--- config.mk ---
export PLATFORM = sky130hd
export DESIGN_NAME = tick_rate_controller_flat
export DESIGN_NICKNAME = d
export VERILOG_FILES = /design/src/rtl/tick_ctrl_pkg.sv /design/src/rtl/tick_rate_controller_if.sv /design/src/rtl/tick_period_counter.sv /design/src/rtl/tick_rate_controller.sv /design/src/flat_wrapper.sv
export SDC_FILE = /design/constraint.sdc
export NUM_CORES = 1
export LEC_CHECK = 0
export BUFFER_PORTS_ARGS = -buffer_cell sky130_fd_sc_hd__clkbuf_2
export CORE_MARGIN = 2
export CORE_UTILIZATION = 54
export CTS_CLUSTER_SIZE = 40
export DETAILED_ROUTE_END_ITERATION = 10
export PLACE_DENSITY_LB_ADDON = 0.08
export REMOVE_ABC_BUFFERS = 1
export SETUP_SLACK_MARGIN = 0.3
export SLEW_MARGIN = 40
export SYNTH_ARGS = -nofsm -noshare
export SYNTH_HDL_FRONTEND = slang
export SYNTH_SLANG_ARGS = --single-unit
--- constraint.sdc ---
create_clock -name clock -period 2.2 [get_ports clock]
set_input_delay 0.11 -clock clock [delete_from_list [all_inputs] [get_ports clock]]
set_output_delay 0.11 -clock clock [all_outputs]
set_load 0.005 [all_outputs]
--- src/rtl/tick_ctrl_pkg.sv ---
// ---------------------------------------------------------------------------
// tick_ctrl_pkg
// Shared types and constants for the tick rate controller.
//   state_t     : run-control FSM states (IDLE, RUN, PAUSE)
//   rate_sel_t  : 2-bit period selector
//   cmd_t       : decoded command, enumerated in ascending priority order
//   decode_cmd  : collapses the raw command inputs to the winning command
//   period_ok   : elaboration-time range check for a period constant
// ---------------------------------------------------------------------------
package tick_ctrl_pkg;

  typedef enum logic [1:0] {
    ST_IDLE  = 2'd0,
    ST_RUN   = 2'd1,
    ST_PAUSE = 2'd2
  } state_t;

  typedef logic [1:0] rate_sel_t;

  localparam int DEFAULT_PERIOD_0          = 11_500_000;
  localparam int DEFAULT_PERIOD_1          = 25_000_000;
  localparam int DEFAULT_PERIOD_2          = 5_000_000;
  localparam int DEFAULT_PERIOD_3          = 50_000;
  localparam int DEFAULT_COUNT_WIDTH       = 26;
  localparam int DEFAULT_TICK_COUNT_WIDTH  = 8;

  // Encoded so that a larger value always wins: clear > stop > start > step.
  typedef enum logic [2:0] {
    CMD_NONE  = 3'd0,
    CMD_STEP  = 3'd1,
    CMD_START = 3'd2,
    CMD_STOP  = 3'd3,
    CMD_CLEAR = 3'd4
  } cmd_t;

  function automatic cmd_t decode_cmd(input logic clear, input logic stop,
                                      input logic start, input logic step);
    if (clear)      return CMD_CLEAR;
    else if (stop)  return CMD_STOP;
    else if (start) return CMD_START;
    else if (step)  return CMD_STEP;
    else            return CMD_NONE;
  endfunction

  function automatic bit period_ok(input longint period, input int width);
    return (period >= 2) && (period < (longint'(1) << width));
  endfunction

endpackage

--- src/rtl/tick_rate_controller_if.sv ---
// ---------------------------------------------------------------------------
// tick_rate_controller_if
// Command / status bundle of the tick rate controller.
//   start, stop, step, clear : run-control commands (master -> slave)
//   rate_sel                 : period select (master -> slave)
//   tick                     : one-cycle enable pulse (slave -> master)
//   slow_clock               : square wave, toggles on every tick
//   running                  : high while the controller is in RUN
//   tick_count               : number of ticks issued, wraps
// ---------------------------------------------------------------------------
interface tick_rate_controller_if #(
  parameter int TICK_COUNT_WIDTH = tick_ctrl_pkg::DEFAULT_TICK_COUNT_WIDTH
) ();
  import tick_ctrl_pkg::*;

  logic                        start;
  logic                        stop;
  logic                        step;
  logic                        clear;
  rate_sel_t                   rate_sel;
  logic                        tick;
  logic                        slow_clock;
  logic                        running;
  logic [TICK_COUNT_WIDTH-1:0] tick_count;

  modport master (
    output start, stop, step, clear, rate_sel,
    input  tick, slow_clock, running, tick_count
  );

  modport slave (
    input  start, stop, step, clear, rate_sel,
    output tick, slow_clock, running, tick_count
  );

endinterface

--- src/rtl/tick_period_counter.sv ---
// ---------------------------------------------------------------------------
// tick_period_counter
// Period counter for the tick scheduler.
//   clock, reset_n   : board clock, asynchronous active-low reset
//   i_load           : force the count to zero (highest priority)
//   i_hold           : freeze the count this cycle
//   i_enable         : count this cycle (the controller is in RUN)
//   i_period_active  : current period in clock cycles
//   o_wrap           : this edge completes a period; count returns to zero
// ---------------------------------------------------------------------------
module tick_period_counter #(
  parameter int COUNT_WIDTH = tick_ctrl_pkg::DEFAULT_COUNT_WIDTH
) (
  input  logic                   clock,
  input  logic                   reset_n,
  input  logic                   i_load,
  input  logic                   i_hold,
  input  logic                   i_enable,
  input  logic [COUNT_WIDTH-1:0] i_period_active,
  output logic                   o_wrap
);

  logic [COUNT_WIDTH-1:0] r_cnt;
  logic                   w_at_end;

  assign w_at_end = (r_cnt == i_period_active - COUNT_WIDTH'(1));
  // A load or hold in the same cycle suppresses the wrap, so a clear or stop
  // discards a period that would otherwise complete at this edge.
  assign o_wrap   = i_enable && !i_load && !i_hold && w_at_end;

  always_ff @(posedge clock or negedge reset_n) begin
    if (!reset_n) begin
      r_cnt <= '0;
    end else if (i_load) begin
      r_cnt <= '0;
    end else if (i_hold) begin
      r_cnt <= r_cnt;
    end else if (i_enable) begin
      r_cnt <= w_at_end ? '0 : r_cnt + COUNT_WIDTH'(1);
    end
  end

endmodule

--- src/rtl/tick_rate_controller.sv ---
// ---------------------------------------------------------------------------
// tick_rate_controller
// Run-control and rate-selection scheduler for the lab slow clock.
//   clock    : 50 MHz board clock
//   reset_n  : asynchronous active-low reset
//   bus      : tick_rate_controller_if.slave
//              in : start, stop, step, clear, rate_sel
//              out: tick, slow_clock, running, tick_count (all registered)
// The FSM (IDLE/RUN/PAUSE), the latched period, tick, slow_clock and
// tick_count live here; the period count lives in tick_period_counter.
// ---------------------------------------------------------------------------
module tick_rate_controller #(
  parameter int PERIOD_0         = tick_ctrl_pkg::DEFAULT_PERIOD_0,
  parameter int PERIOD_1         = tick_ctrl_pkg::DEFAULT_PERIOD_1,
  parameter int PERIOD_2         = tick_ctrl_pkg::DEFAULT_PERIOD_2,
  parameter int PERIOD_3         = tick_ctrl_pkg::DEFAULT_PERIOD_3,
  parameter int COUNT_WIDTH      = tick_ctrl_pkg::DEFAULT_COUNT_WIDTH,
  parameter int TICK_COUNT_WIDTH = tick_ctrl_pkg::DEFAULT_TICK_COUNT_WIDTH
) (
  input  logic                    clock,
  input  logic                    reset_n,
  tick_rate_controller_if.slave   bus
);
  import tick_ctrl_pkg::*;

  function automatic longint period_of(input int idx);
    case (idx)
      0:       return longint'(PERIOD_0);
      1:       return longint'(PERIOD_1);
      2:       return longint'(PERIOD_2);
      default: return longint'(PERIOD_3);
    endcase
  endfunction

  genvar gi;
  generate
    for (gi = 0; gi < 4; gi++) begin : g_period_check
      if (!period_ok(period_of(gi), COUNT_WIDTH)) begin : g_bad
        $error("tick_rate_controller: a PERIOD_n is < 2 or does not fit in COUNT_WIDTH bits");
      end
    end
  endgenerate

  // Registered state and outputs
  state_t                      r_state;
  logic                        r_running;
  logic                        r_tick;
  logic                        r_slow_clock;
  logic [TICK_COUNT_WIDTH-1:0] r_tick_count;
  logic [COUNT_WIDTH-1:0]      r_period_active;

  // Next-state values and decode
  state_t                      w_state_next;
  logic                        w_tick_next;
  logic                        w_slow_clock_next;
  logic [TICK_COUNT_WIDTH-1:0] w_tick_count_next;
  logic [COUNT_WIDTH-1:0]      w_period_next;
  logic [COUNT_WIDTH-1:0]      w_sel_period;
  cmd_t                        w_cmd;
  logic                        w_load;
  logic                        w_hold;
  logic                        w_enable;
  logic                        w_wrap;
  logic                        w_issue;

  always_comb begin : rate_lookup
    w_sel_period = COUNT_WIDTH'(PERIOD_0);
    case (bus.rate_sel)
      2'd0:    w_sel_period = COUNT_WIDTH'(PERIOD_0);
      2'd1:    w_sel_period = COUNT_WIDTH'(PERIOD_1);
      2'd2:    w_sel_period = COUNT_WIDTH'(PERIOD_2);
      default: w_sel_period = COUNT_WIDTH'(PERIOD_3);
    endcase
  end

  // Counter controls depend only on the command and the current state, so the
  // wrap flag coming back from the counter never feeds into them.
  always_comb begin : cmd_decode
    w_cmd    = decode_cmd(bus.clear, bus.stop, bus.start, bus.step);
    w_enable = (r_state == ST_RUN);
    w_hold   = (w_cmd == CMD_STOP);
    w_load   = (w_cmd == CMD_CLEAR) ||
               ((w_cmd == CMD_START) && (r_state == ST_IDLE)) ||
               ((w_cmd == CMD_STEP)  && (r_state != ST_RUN));
  end

  tick_period_counter #(
    .COUNT_WIDTH (COUNT_WIDTH)
  ) u_counter (
    .clock           (clock),
    .reset_n         (reset_n),
    .i_load          (w_load),
    .i_hold          (w_hold),
    .i_enable        (w_enable),
    .i_period_active (r_period_active),
    .o_wrap          (w_wrap)
  );

  always_comb begin : next_state
    w_state_next      = r_state;
    w_period_next     = r_period_active;
    w_slow_clock_next = r_slow_clock;
    w_tick_count_next = r_tick_count;
    w_issue           = 1'b0;

    case (w_cmd)
      CMD_CLEAR: begin
        w_state_next      = ST_IDLE;
        w_period_next     = COUNT_WIDTH'(PERIOD_0);
        w_slow_clock_next = 1'b0;
        w_tick_count_next = '0;
      end
      CMD_STOP: begin
        if (r_state == ST_RUN) w_state_next = ST_PAUSE;
      end
      CMD_START: begin
        // Resuming from PAUSE keeps the partially elapsed period.
        if (r_state == ST_IDLE) w_period_next = w_sel_period;
        w_state_next = ST_RUN;
      end
      CMD_STEP: begin
        if (r_state != ST_RUN) w_issue = 1'b1;
      end
      default: ;
    endcase

    // rate_sel is only sampled into the active period at a wrap.
    if (w_wrap) begin
      w_issue       = 1'b1;
      w_period_next = w_sel_period;
    end

    if (w_issue) begin
      w_slow_clock_next = ~r_slow_clock;
      w_tick_count_next = r_tick_count + TICK_COUNT_WIDTH'(1);
    end
    w_tick_next = w_issue;
  end

  always_ff @(posedge clock or negedge reset_n) begin
    if (!reset_n) begin
      r_state         <= ST_IDLE;
      r_running       <= 1'b0;
      r_tick          <= 1'b0;
      r_slow_clock    <= 1'b0;
      r_tick_count    <= '0;
      r_period_active <= COUNT_WIDTH'(PERIOD_0);
    end else begin
      r_state         <= w_state_next;
      r_running       <= (w_state_next == ST_RUN);
      r_tick          <= w_tick_next;
      r_slow_clock    <= w_slow_clock_next;
      r_tick_count    <= w_tick_count_next;
      r_period_active <= w_period_next;
    end
  end

  assign bus.tick       = r_tick;
  assign bus.slow_clock = r_slow_clock;
  assign bus.running    = r_running;
  assign bus.tick_count = r_tick_count;

endmodule

--- src/flat_wrapper.sv ---
// flat-port wrapper written by rule: the top's interface ports become plain ports
module tick_rate_controller_flat import tick_ctrl_pkg::*;
#(
  parameter int PERIOD_0         = tick_ctrl_pkg::DEFAULT_PERIOD_0,
  parameter int PERIOD_1         = tick_ctrl_pkg::DEFAULT_PERIOD_1,
  parameter int PERIOD_2         = tick_ctrl_pkg::DEFAULT_PERIOD_2,
  parameter int PERIOD_3         = tick_ctrl_pkg::DEFAULT_PERIOD_3,
  parameter int COUNT_WIDTH      = tick_ctrl_pkg::DEFAULT_COUNT_WIDTH,
  parameter int TICK_COUNT_WIDTH = tick_ctrl_pkg::DEFAULT_TICK_COUNT_WIDTH
)
  (clock, reset_n, bus_start, bus_stop, bus_step, bus_clear, bus_rate_sel, bus_tick, bus_slow_clock, bus_running, bus_tick_count);
  tick_rate_controller_if #(.TICK_COUNT_WIDTH(TICK_COUNT_WIDTH)) bus_i ();
  input  logic clock;
  input  logic reset_n;
  input wire logic [$bits(bus_i.start)-1:0] bus_start;
  input wire logic [$bits(bus_i.stop)-1:0] bus_stop;
  input wire logic [$bits(bus_i.step)-1:0] bus_step;
  input wire logic [$bits(bus_i.clear)-1:0] bus_clear;
  input wire logic [$bits(bus_i.rate_sel)-1:0] bus_rate_sel;
  output wire logic [$bits(bus_i.tick)-1:0] bus_tick;
  output wire logic [$bits(bus_i.slow_clock)-1:0] bus_slow_clock;
  output wire logic [$bits(bus_i.running)-1:0] bus_running;
  output wire logic [$bits(bus_i.tick_count)-1:0] bus_tick_count;
  assign bus_i.start = bus_start;
  assign bus_i.stop = bus_stop;
  assign bus_i.step = bus_step;
  assign bus_i.clear = bus_clear;
  assign bus_i.rate_sel = bus_rate_sel;
  assign bus_tick = bus_i.tick;
  assign bus_slow_clock = bus_i.slow_clock;
  assign bus_running = bus_i.running;
  assign bus_tick_count = bus_i.tick_count;
  tick_rate_controller #(.PERIOD_0(PERIOD_0), .PERIOD_1(PERIOD_1), .PERIOD_2(PERIOD_2), .PERIOD_3(PERIOD_3), .COUNT_WIDTH(COUNT_WIDTH), .TICK_COUNT_WIDTH(TICK_COUNT_WIDTH)) u_core (.clock(clock), .reset_n(reset_n), .bus(bus_i));
endmodule
# Word-level counts from Yosys, hierarchy flattened
# Cells that the tools add are included.
# totals
reg_bits	65
out_inout_bits	11
# op_classes
n_addsub	3
eq_ne	12
muxes	21
bitwise_logic	1
reduce_logical	16
# op_table
cell	count
$mux W26	6
$pmux W25 S3	1
$pmux W26 S2	1
$add A26 B1 Y26 const B	1
$eq A26 B26 Y1	1
$sub A26 B1 Y26 const B	1
$mux W8	2
$mux W3	3
$add A8 B1 Y8 const B	1
$eq A2 B1 Y1 const B	3
$eq A3 B2 Y1 const B	2
$mux W1	6
$pmux W2 S3	1
$logic_and A1 B1 Y1	5
$logic_not A2 Y1	2
$reduce_and A2 Y1	2
$reduce_bool A2 Y1	2
$eq A3 B1 Y1 const B	1
$eq A3 B3 Y1 const B	1
$ne A3 B3 Y1 const B	1
$reduce_bool A3 Y1	1
$eq A2 B2 Y1 const B	1
$logic_not A1 Y1	2
$logic_or A1 B1 Y1	2
4 further kinds	4

# Logic depth before layout (Yosys ltp)
# Gate-level depths: netlist (run 1).
# depth
ltp_word	14
mapped_depth	11

# By module
# Synthesis (run 1) repeated with hierarchy kept, for this count alone.
# unflattened
cells_unflattened	393
hier_area_um2	3442.1
# by_module_without_submodules
module	n_inst	cells_each	area_each_um2	seq_area_each_um2
tick_period_counter	1	281	2302.2	650.6
tick_rate_controller	1	112	1139.8	530.5

# Worst setup path before layout (run 1)
# OpenSTA, ideal clock, no wires.
# synth_timing
path_kind	register to register
startpoint	register u_core.r_period_active[23]
endpoint	register u_core.r_tick_count[5] (netlist: u_core.bus.tick_count[5])
setup_ns	0.124
arrival_ns	2.195
path_slack_ns	-0.119
stages_incl_launch_ff	12
synth_period_minus_slack_ns	2.319
path_cell_list	dfstp_2 inv_1 ha_1 xnor2_1 nor3_1 and3_1 buf_2 a31oi_4 clkinv_2 buf_6 and3_1 a211o_1
# synth_between
elab_chain_len	5
elab_cells_between_ends	6
cone_classes	add/sub (1); eq/ne (1); mux (2); reduce/logical (2)
# synth_lines
element	line	rtl
from (decl)	tick_rate_controller.sv:50	logic [COUNT_WIDTH-1:0] r_period_active;
from (signal assigned)	tick_rate_controller.sv:147	r_period_active <= COUNT_WIDTH'(PERIOD_0);
from (signal assigned)	tick_rate_controller.sv:154	r_period_active <= w_period_next;
$sub A26 B1 Y26 (*)	tick_period_counter.sv:26	assign w_at_end = (r_cnt == i_period_active - COUNT_WIDTH'(1));
$eq A26 B26 Y1 (*)	tick_period_counter.sv:26	
$logic_and A1 B1 Y1 (*)	tick_period_counter.sv:29	assign o_wrap = i_enable && !i_load && !i_hold && w_at_end;
$mux W1 (*)	tick_rate_controller.sv:128	if (w_wrap) begin
via u_core.w_issue	tick_rate_controller.sv:64	logic w_issue;
$mux W8 / $reduce_bool A2 Y1 (equally long branches)	n/a	
to (signal assigned)	tick_rate_controller.sv:153	r_tick_count <= w_tick_count_next;
to (decl)	tick_rate_controller.sv:49	logic [TICK_COUNT_WIDTH-1:0] r_tick_count;
# Mark *: on every way through the listed nets, which the timed path passes. The rest lies on a longest branch.
# A chain may end at the register's enable or synchronous reset.

# Worst setup path after layout (run 1)
# layout_timing
startpoint	register u_core.u_counter.r_cnt[0]
endpoint	register u_core.r_period_active[23]
# layout_between
elab_chain_len	4
elab_cells_between_ends	6
cone_classes	eq/ne (2); mux (1); reduce/logical (3)
# layout_lines
element	line	rtl
from (decl)	tick_period_counter.sv:23	logic [COUNT_WIDTH-1:0] r_cnt;
from (signal assigned)	tick_period_counter.sv:37	r_cnt <= r_cnt;
from (signal assigned)	tick_period_counter.sv:39	r_cnt <= w_at_end ? '0 : r_cnt + COUNT_WIDTH'(1);
$eq A26 B26 Y1 (*)	tick_period_counter.sv:26	
$logic_and A1 B1 Y1 (*)	tick_period_counter.sv:29	
$ne A3 B3 Y1 (no source line) / $reduce_bool A3 Y1 (equally long branches)	n/a	
$reduce_and A2 Y1 (no source line)	n/a	
# Every way passes the cells marked *; elsewhere a longest branch is shown, timed or not.

==> results of run 1 <==
## routing by layer
layer | vias up | global-route usage, % | share of wire (%)
met5 | - | 0 | 0
met4 | 0 | 12.09 | 3.0
met3 | 26 | 5.291 | 7.7
met2 | 142 | 46.18 | 47
met1 | 1368 | 43.40 | 42
li1 | 1243 | - | -
## power by group
group,internal (mW),switching (mW),total (mW)
logic,0.0796,0.110,0.190
clock network,0.368,0.314,0.683
registers,0.878,0.0104,0.889
total,1.33,0.435,1.76
## through the flow
stage / cells / instance area [um^2] / setup TNS [ps] / hold slack [ps]
global placement: 414 / 3173 / -694.7 / 245.0
CTS: 435 / 3750 / 0 / 153.6
global route: 435 / 3945 / -298.0 / 184.2
detailed placement: 414 / 3176 / -1002 / 244.1
finish: 435 / 3945 / -9.578 / 159.1
floorplan: 288 / 2685 / -2358 / -185.6
## timing repair
action | CTS | global route
pin swaps | 31 | 13
hold buffers | 1 | 0
gates resized for setup | 61 | 42
setup buffers | 8 | 0
endpoints found under the hold margin | 43 | 0
gates cloned | 4 | 0
endpoints found under the setup margin | 44 | 43
## cell usage in the layout (no fill, tap or decap), drive strengths merged, types with 4 or more instances in the layout
| cell type | instances |
|---|---|
| buf | 50 |
| dfrtp | 43 |
| nand2 | 35 |
| clkbuf | 24 |
| nor2 | 22 |
| nand3 | 20 |
| o21ai | 16 |
| a21oi | 14 |
| and3 | 11 |
| nor3 | 9 |
| a31oi | 9 |
| nand4 | 8 |
| ha | 8 |
| inv | 7 |
| nand2b | 6 |
| a22o | 6 |
| o311ai | 6 |
| xor2 | 5 |
| or2 | 5 |
| or3 | 5 |
| xnor2 | 5 |
| dfstp | 4 |
| nor3b | 4 |
## cells by family (layout without fill, tap and decap cells)
logic type | Yosys count | in the layout | share of synthesized area (%)
flip-flops | 47 | 47 | 42.56
adder cells (fa/ha/maj) | 8 | 8 | 3.607
XOR/XNOR | 10 | 10 | 3.156
AO/OA/AOI/OAI | 70 | 70 | 18.03
buffers and inverters | 23 | 85 | 4.373
multiplexers | 3 | 3 | 1.172
AND/OR/NAND/NOR | 142 | 142 | 27.10
## critical path: stages, from the launching register on
cell and delay (ps):
dfrtp_1 380, ha_1 170, and3_1 230, o2111ai_1 230, a221oi_4 260, buf_6 180, buf_6 130, and3_4 250
nor4_1 70, nor3_1 220
## area by class of cell
class	instances	area [um^2]
sequential	47	1184
multi-input combinational	233	1897
fill	296	1097
clock inverter	2	35.03
tap	70	87.58
inverter	8	35.03
clock buffer	6	82.58
timing repair buffer	69	624.3
## registers in the layout, indices dropped and copies added, names as in the netlist
signal                  count
u_core.u_counter.r_cnt     26
u_core.bus.tick_count       8
u_core.r_period_active      8
u_core.r_state              2
u_core.bus.running          1
u_core.bus.slow_clock       1
u_core.bus.tick             1
## worst min-delay path by stage
stage,from,to,cells after the start
after global routing,bus_start,u_core.r_state[1],3
after detailed placement,reset_n,u_core.bus.tick_count[6],2
after CTS,bus_stop,u_core.r_state[1],3
final,bus_stop,u_core.r_state[1],3
after floorplan,reset_n,u_core.bus.running,0
after global placement,reset_n,u_core.bus.tick_count[6],2
==> flow_summary.toml, run 1 <==
[critical_path]
cp.arrival_ps = 2430
r2r_slack_ps = -10
start_kind = "register"
r2r_start = "u_core.u_counter.r_cnt[0]"
required_ps = 2420
worst_r2r_path_depth = 9
crit_end = "u_core.r_period_active[23]"
end_kind = "register"
cp-startpoint = "u_core.u_counter.r_cnt[0]"
r2r_end = "u_core.r_period_active[23]"
path_max_fanout = 6
path_class = "reg2reg"

[grt]
grt_pass1_wl_um = 12720
grt.overflow.total = 0
grtUsageTotal_pct = 30.44
first_global_vias = 2434
antenna_found_initial = 0
grt_start_max_net_pins = 48

[clock_tree]
cts_buffer_depth = 2
insertion_delay_ps = 310
cts_buffers = 5
cts_root_buffer = "clkbuf_8"
cts_num_sinks = 47
htreeDepth = 2
cts_tree = "done"
cts.clk_slew.worst_paths_ps = 90

[die]
core_area_um2 = 5042
die-height_um = 75.69
row_count = 26
die_area_um2 = 5729
io_pins = 19
initial_core_util_pct = 55.04
dieWidth_um = 75.69

[finish]
diodes = 0
final_layout_size_suffix_gt1_share_pct = 42.19
syn2layout_area_growth_pct = 42.15
nNetsFinal = 380
postLayoutCoreUtil_pct = 78.24

[placement]
place_congestion = 0.8303
io_buffer_count = 18
dp_hpwl_um = 4584
pre_cts_ws_ps = -117.0

[power_and_ir_drop]
power_density_nw_per_um2 = 446.4
power.leakage_nw = 1.752
power_mw = 1.761
ir_drop_mv = 0.3741

[sta]
finalHoldViolCount = 0
fmax_mhz = 452.6
finClkSkew_ps = 11.28
min_period_ps = 2210
rsz0062_at_grt = "yes"
period_share_pct = 100.4
finalWorstSetupSlack_ps = -9.578
worstMarginPinSlew_ps = 784.5
final_max_slew_viol_count = 0
slew_headroom_pct = 47.65
final-setup-viol-count = 1

[detailed_routing]
firstDrtPassIters = 5
finalWirelength_um = 8360
drt_iter0_drc = 276
postRouteAntennaNets = 0
via_per_inst = 6.389
routedWlPerCell_um = 19.22
route.detailed.drc = 0
vias = 2779

[yosys]
ys_seq_area_share_pct = 42.56
ys_types = 52
netlist_area_um2 = 2775
synth_top_area_share_pct = 38.77
yosysWarnings = 0
synth_area_leaders = "dfrtp_1 39%, nand2_1 4.7%, dfstp_2 3.8%"
avgSynthCellArea_um2 = 9.159
synth_common_cells = "43 x dfrtp_1, 35 x nand2_1, 21 x nor2_1"
ys_ff_latch = 47
synthArstFlopShare_pct = 100.0
synth_area_leader_cell = "dfrtp_1"
synth_edf_count = 0
synthCells = 303
synth.most_common_cell = "dfrtp_1"
ys.flop_type = "dfrtp_1"

[status]
status = "finished with violations"
violations = "setup timing"

[worst_hold_path]
hold_class = "in2reg"

[job]
drv_cap = 0
Note: power is estimated with default switching activity, not from simulation.
==> run 2, diff against run 1 <==
--- a/config.mk
+++ b/config.mk
@@ -7,7 +7,7 @@
 export LEC_CHECK = 0
 export BUFFER_PORTS_ARGS = -buffer_cell sky130_fd_sc_hd__clkbuf_2
 export CORE_MARGIN = 2
-export CORE_UTILIZATION = 54
+export CORE_UTILIZATION = 40
 export CTS_CLUSTER_SIZE = 40
 export DETAILED_ROUTE_END_ITERATION = 10
 export PLACE_DENSITY_LB_ADDON = 0.08
==> run 2 against run 1 <==
The run now ends clean. Global-route usage shrank 11 points. Via count is 11% lower. Cell area fell by 12%. Cell count increased by 0.46%. Worst hold slack got worse by 78 ps. Non-clock buffer count decreased by 8. Sequential cell count unchanged. Critical path type unchanged. Largest power group unchanged.
==> flow_summary.toml, run 2 (synthesis gave the netlist of run 1 again) <==
[status]
status = "completed"

[sta]
min_period_ps = 2136
setup-tns-final_ps = 0
final-setup-viol-count = 0
fmax_mhz = 468.1
finalHoldViolCount = 0
slew_headroom_pct = 59.76
worstMarginPinSlew_ps = 595.2
rsz0062_at_grt = "yes"
finClkSkew_ps = 10.73
final_max_slew_viol_count = 0
period_share_pct = 97.09

[power_and_ir_drop]
sw_frac_of_total_pct = 23.88
pwr-share-comb_pct = 9.3
power_density_nw_per_um2 = 487.3
switching_power_uw = 402.5
power_mw = 1.685
power.leakage_nw = 1.566
p_seq_share_pct = 52.8
ir_drop_mv = 0.2353
pwr-share-clk_pct = 37.9
p_int_mw = 1.283

[clock_tree]
cts_buffer_depth = 2
insertion_delay_ps = 310
cts_tree = "done"
cts_root_buffer = "clkbuf_8"
htreeDepth = 2
cts.clk_slew.worst_paths_ps = 90
cts_num_sinks = 47
cts_buffers = 5

[grt]
grt.overflow.total = 0
grt_pass1_wl_um = 11640
grt_start_max_net_pins = 48
antenna_found_initial = 0
grtUsageTotal_pct = 19.53
first_global_vias = 2303

[critical_path]
critical_path.slowest_cell = "or4_4"
end_kind = "register"
path_max_fanout = 9
worst_r2r_path_depth = 6
cp.buffers_inverters = 2
crit_cells = 6
path_cells = "or4_4, a221oi_4, buf_4, a21oi_4, bufbuf_16, a22o_1"
path_delay_family = "compound AO/OA/AOI/OAI gates"
required_ps = 2400
slowest_delay_ps = 540
start_kind = "register"
path_class = "reg2reg"
cp.arrival_ps = 2330

[placement]
io_buffer_count = 18
dp_hpwl_um = 4932
place_congestion = 0.8205
placed_cells = 423

[detailed_routing]
routedWlPerCell_um = 15.91
vias = 2473
finalWirelength_um = 6954
firstDrtPassIters = 4
via_per_inst = 5.659
postRouteAntennaNets = 0
route.detailed.drc = 0
drt_iter0_drc = 110

[finish]
regArea_um2 = 1181
nNetsFinal = 372
layout_commonest_cell = "dfrtp_1"
postLayoutCoreUtil_pct = 51.19
stdcell_count = 437
mostFrequentLayoutCells = "43 x dfrtp_1, 38 x buf_4, 34 x nand2_1, 21 x nor2_1, 19 x nand3_1"
largest-register = "u_core.u_counter.r_cnt"
diodes = 0
syn2layout_area_growth_pct = 24.62
multi_input_area_um2 = 1575
final_layout_size_suffix_gt1_share_pct = 28.01
nFillCells = 650
largest_reg_flops = 26

[die]
io_pins = 19
die_area_um2 = 7620
dieWidth_um = 87.30
initial_core_util_pct = 41.07
die-height_um = 87.30
row_count = 30
core_area_um2 = 6756

[worst_hold_path]
hold_class = "in2reg"
hold_depth = 2

[job]
drv_cap = 0
## run 2: cell types whose count changed in the layout (fill, tap and decap cells not counted), sizes merged
cell    change
buf         -9
clkinv      -1
bufbuf      +1
clkbuf      +1
## run 2: power by group through the flow
| stage | logic (mW) | clock network (mW) | registers, mW |
|---|---|---|---|
| after CTS | 0.158 | 0.660 | 0.890 |
| after global placement | 0.145 | 0 | 0.906 |
| final | 0.157 | 0.639 | 0.889 |
| after detailed placement | 0.146 | 0 | 0.906 |
| after floorplan | 0.0723 | 0 | 0.904 |
| after global routing | 0.178 | 0.691 | 0.892 |
## run 2: timing repair
item,4_1_cts,5_1_grt
endpoints found under the setup margin,44,44
hold endpoints to repair,43,0
pin swaps,17,7
hold buffers,1,0
cloned,1,0
setup buffers,3,1
gates resized for setup,23,13
## run 2: worst paths after layout
kind                                       startpoint                          to  slack, ps
max in group asynchronous                     reset_n   u_core.u_counter.r_cnt[5]       1340
min                                         bus_clear    u_core.bus.tick_count[2]         80
min reg2reg                 u_core.u_counter.r_cnt[8]   u_core.u_counter.r_cnt[8]        530
max reg2reg                u_core.u_counter.r_cnt[11]  u_core.u_counter.r_cnt[15]         60
min in group asynchronous                     reset_n    u_core.bus.tick_count[6]        420
max                        u_core.u_counter.r_cnt[11]  u_core.u_counter.r_cnt[15]         60
## run 2: cell type report
type	count	area share, %
Inverter	8	1.013
Tap cell	80	2.894
Multi-Input combinational cell	233	45.55
Clock inverter	1	0.8683
Clock buffer	7	2.207
Timing Repair Buffer	61	13.31
Sequential cell	47	34.15
## run 2: metal layers
metal  vias up  share of wire (%)  global-route usage (%)
met5         -                  0                       0
met4         0                1.6                   6.573
met3         7                3.2                   3.033
met2        41                 45                   29.89
met1      1204                 50                   28.10
li1       1221                  -                       -
## run 2: per-stage QoR
stage	hold WS, ps	cell area, um^2	setup WS (ps)
finish	81.09	3458	63.93
floorplan	-185.6	2685	-142.8
detailed placement	253.0	3166	-103.9
CTS	93.09	3408	76.10
global route	83.20	3458	-2.974
global placement	257.7	3166	-59.61
==> run 3, diff against run 2 <==
--- a/config.mk
+++ b/config.mk
@@ -12,7 +12,7 @@
 export DETAILED_ROUTE_END_ITERATION = 10
 export PLACE_DENSITY_LB_ADDON = 0.08
 export REMOVE_ABC_BUFFERS = 1
-export SETUP_SLACK_MARGIN = 0.3
+export SETUP_SLACK_MARGIN = 0.2
 export SLEW_MARGIN = 40
 export SYNTH_ARGS = -nofsm -noshare
 export SYNTH_HDL_FRONTEND = slang
==> run 3 against run 2 <==
Combinational power is essentially flat. First-iteration DRC count fell by 16%. Setup slack about the same. Clock power increased by 1%. Sequential power hardly changed. Critical endpoint unchanged.
==> flow_summary.toml, run 3 (synthesis gave the netlist of run 1 again) <==
[power_and_ir_drop]
power_density_nw_per_um2 = 490.0
power.leakage_nw = 1.565
power_mw = 1.693
ir_drop_mv = 0.2360

[finish]
nNetsFinal = 372
largest-register = "u_core.u_counter.r_cnt"
stdcell_count = 437
syn2layout_area_growth_pct = 24.48
final_layout_size_suffix_gt1_share_pct = 28.01
largest_reg_flops = 26
mostFrequentLayoutCells = "43 x dfrtp_1, 39 x buf_4, 34 x nand2_1, 21 x nor2_1, 19 x nand3_1"
diodes = 0
layout_commonest_cell = "dfrtp_1"
nFillCells = 652

[sta]
whs_ps = 78.95
finalWorstSetupSlack_ps = 63.57
period_share_pct = 97.11
final_max_slew_viol_count = 0
min_period_ps = 2136
finClkSkew_ps = 9.922
finalHoldViolCount = 0
fmax_mhz = 468.1
final-setup-viol-count = 0
slew_headroom_pct = 59.78
rsz0062_at_grt = "yes"
worstMarginPinSlew_ps = 595.0

[job]
drv_cap = 0

[grt]
grt.overflow.total = 0
first_global_vias = 2286
grt_pass1_wl_um = 11610
grt_start_max_net_pins = 48
antenna_found_initial = 0
grtUsageTotal_pct = 19.51

[critical_path]
slowest_delay_ps = 540
cp-startpoint = "u_core.u_counter.r_cnt[11]"
end_kind = "register"
r2r_end = "u_core.u_counter.r_cnt[15]"
crit_end = "u_core.u_counter.r_cnt[15]"
cp.buffers_inverters = 2
cp.arrival_ps = 2340
r2r_slack_ps = 60
worst_r2r_path_depth = 6
crit_cells = 6
required_ps = 2410
path_cells = "or4_4, a221oi_4, buf_4, a21oi_4, bufbuf_16, a22o_1"
r2r_start = "u_core.u_counter.r_cnt[11]"
path_delay_family = "compound AO/OA/AOI/OAI gates"
path_max_fanout = 9
critical_path.slowest_cell = "or4_4"
start_kind = "register"
path_class = "reg2reg"

[worst_hold_path]
hold_class = "in2reg"
holdCritStartpoint = "bus_clear"

[detailed_routing]
routedWlPerCell_um = 15.88
route.detailed.drc = 0
via_per_inst = 5.602
finalWirelength_um = 6939
vias = 2448
postRouteAntennaNets = 0
firstDrtPassIters = 4
drt_iter0_drc = 92

[placement]
placed_cells = 423
pre_cts_ws_ps = -103.9
io_buffer_count = 18
place_congestion = 0.8205
dp_hpwl_um = 4932

[die]
die_area_um2 = 7620
die-height_um = 87.30
core_area_um2 = 6756
initial_core_util_pct = 41.07
io_pins = 19
dieWidth_um = 87.30
row_count = 30

[status]
status = "completed"

[clock_tree]
cts_num_sinks = 47
cts_buffers = 5
cts_tree = "done"
cts.clk_slew.worst_paths_ps = 90
htreeDepth = 2
cts_buffer_depth = 2
insertion_delay_ps = 310
cts_root_buffer = "clkbuf_8"
-- run 3: changes by cell type in the layout (fill, tap and decap cells not counted) --
cell / delta
buf_4: +1
buf_6: -1
-- run 3: metrics by stage --
stage / TNS [ps] / utilization, % / cell area [um^2]
after detailed placement: -756.4 / 46.85 / 3166
after global routing: -2.974 / 51.13 / 3455
after CTS: 0 / 50.37 / 3403
final: 0 / 51.13 / 3455
after global placement: -429.5 / 46.85 / 3166
after floorplan: -2358 / - / 2685
-- run 3: worst min path at each step --
stage / end / slack, ps / depth (start not counted)
global route: u_core.bus.tick_count[2] / 80 / 2
detailed placement: u_core.bus.tick_count[6] / 250 / 2
finish: u_core.bus.tick_count[2] / 80 / 2
CTS: u_core.bus.tick_count[2] / 90 / 2
floorplan: u_core.bus.running / -190 / 0
global placement: u_core.bus.tick_count[6] / 260 / 2
-- run 3: cell type report --
type	instances	area (um^2)	area share, %
Inverter	8	35.03	1.014
Clock inverter	1	30.03	0.8693
Tap cell	80	100.1	2.898
Sequential cell	47	1181	34.19
Clock buffer	7	76.32	2.209
Timing Repair Buffer	61	456.7	13.22
Multi-Input combinational cell	233	1575	45.60
-- run 3: power by group --
group / internal, mW / total (mW) / switching [mW]
clock network: 0.341 / 0.646 / 0.305
registers: 0.878 / 0.890 / 0.0111
logic: 0.0640 / 0.158 / 0.0936
total: 1.28 / 1.69 / 0.410
-- run 3: per-layer routing --
layer	GRT usage, %	share of wire [%]
met3	3.033	2.6
met5	0	0
met2	29.48	44
met1	28.40	51
met4	6.573	1.6
-- run 3: repair_timing --
action	in CTS	in global routing
hold endpoints to repair	43	0
gates cloned	1	0
pin swaps	15	7
setup endpoints to repair	44	43
setup buffers	3	1
gates resized for setup	22	13
hold buffers	1	0
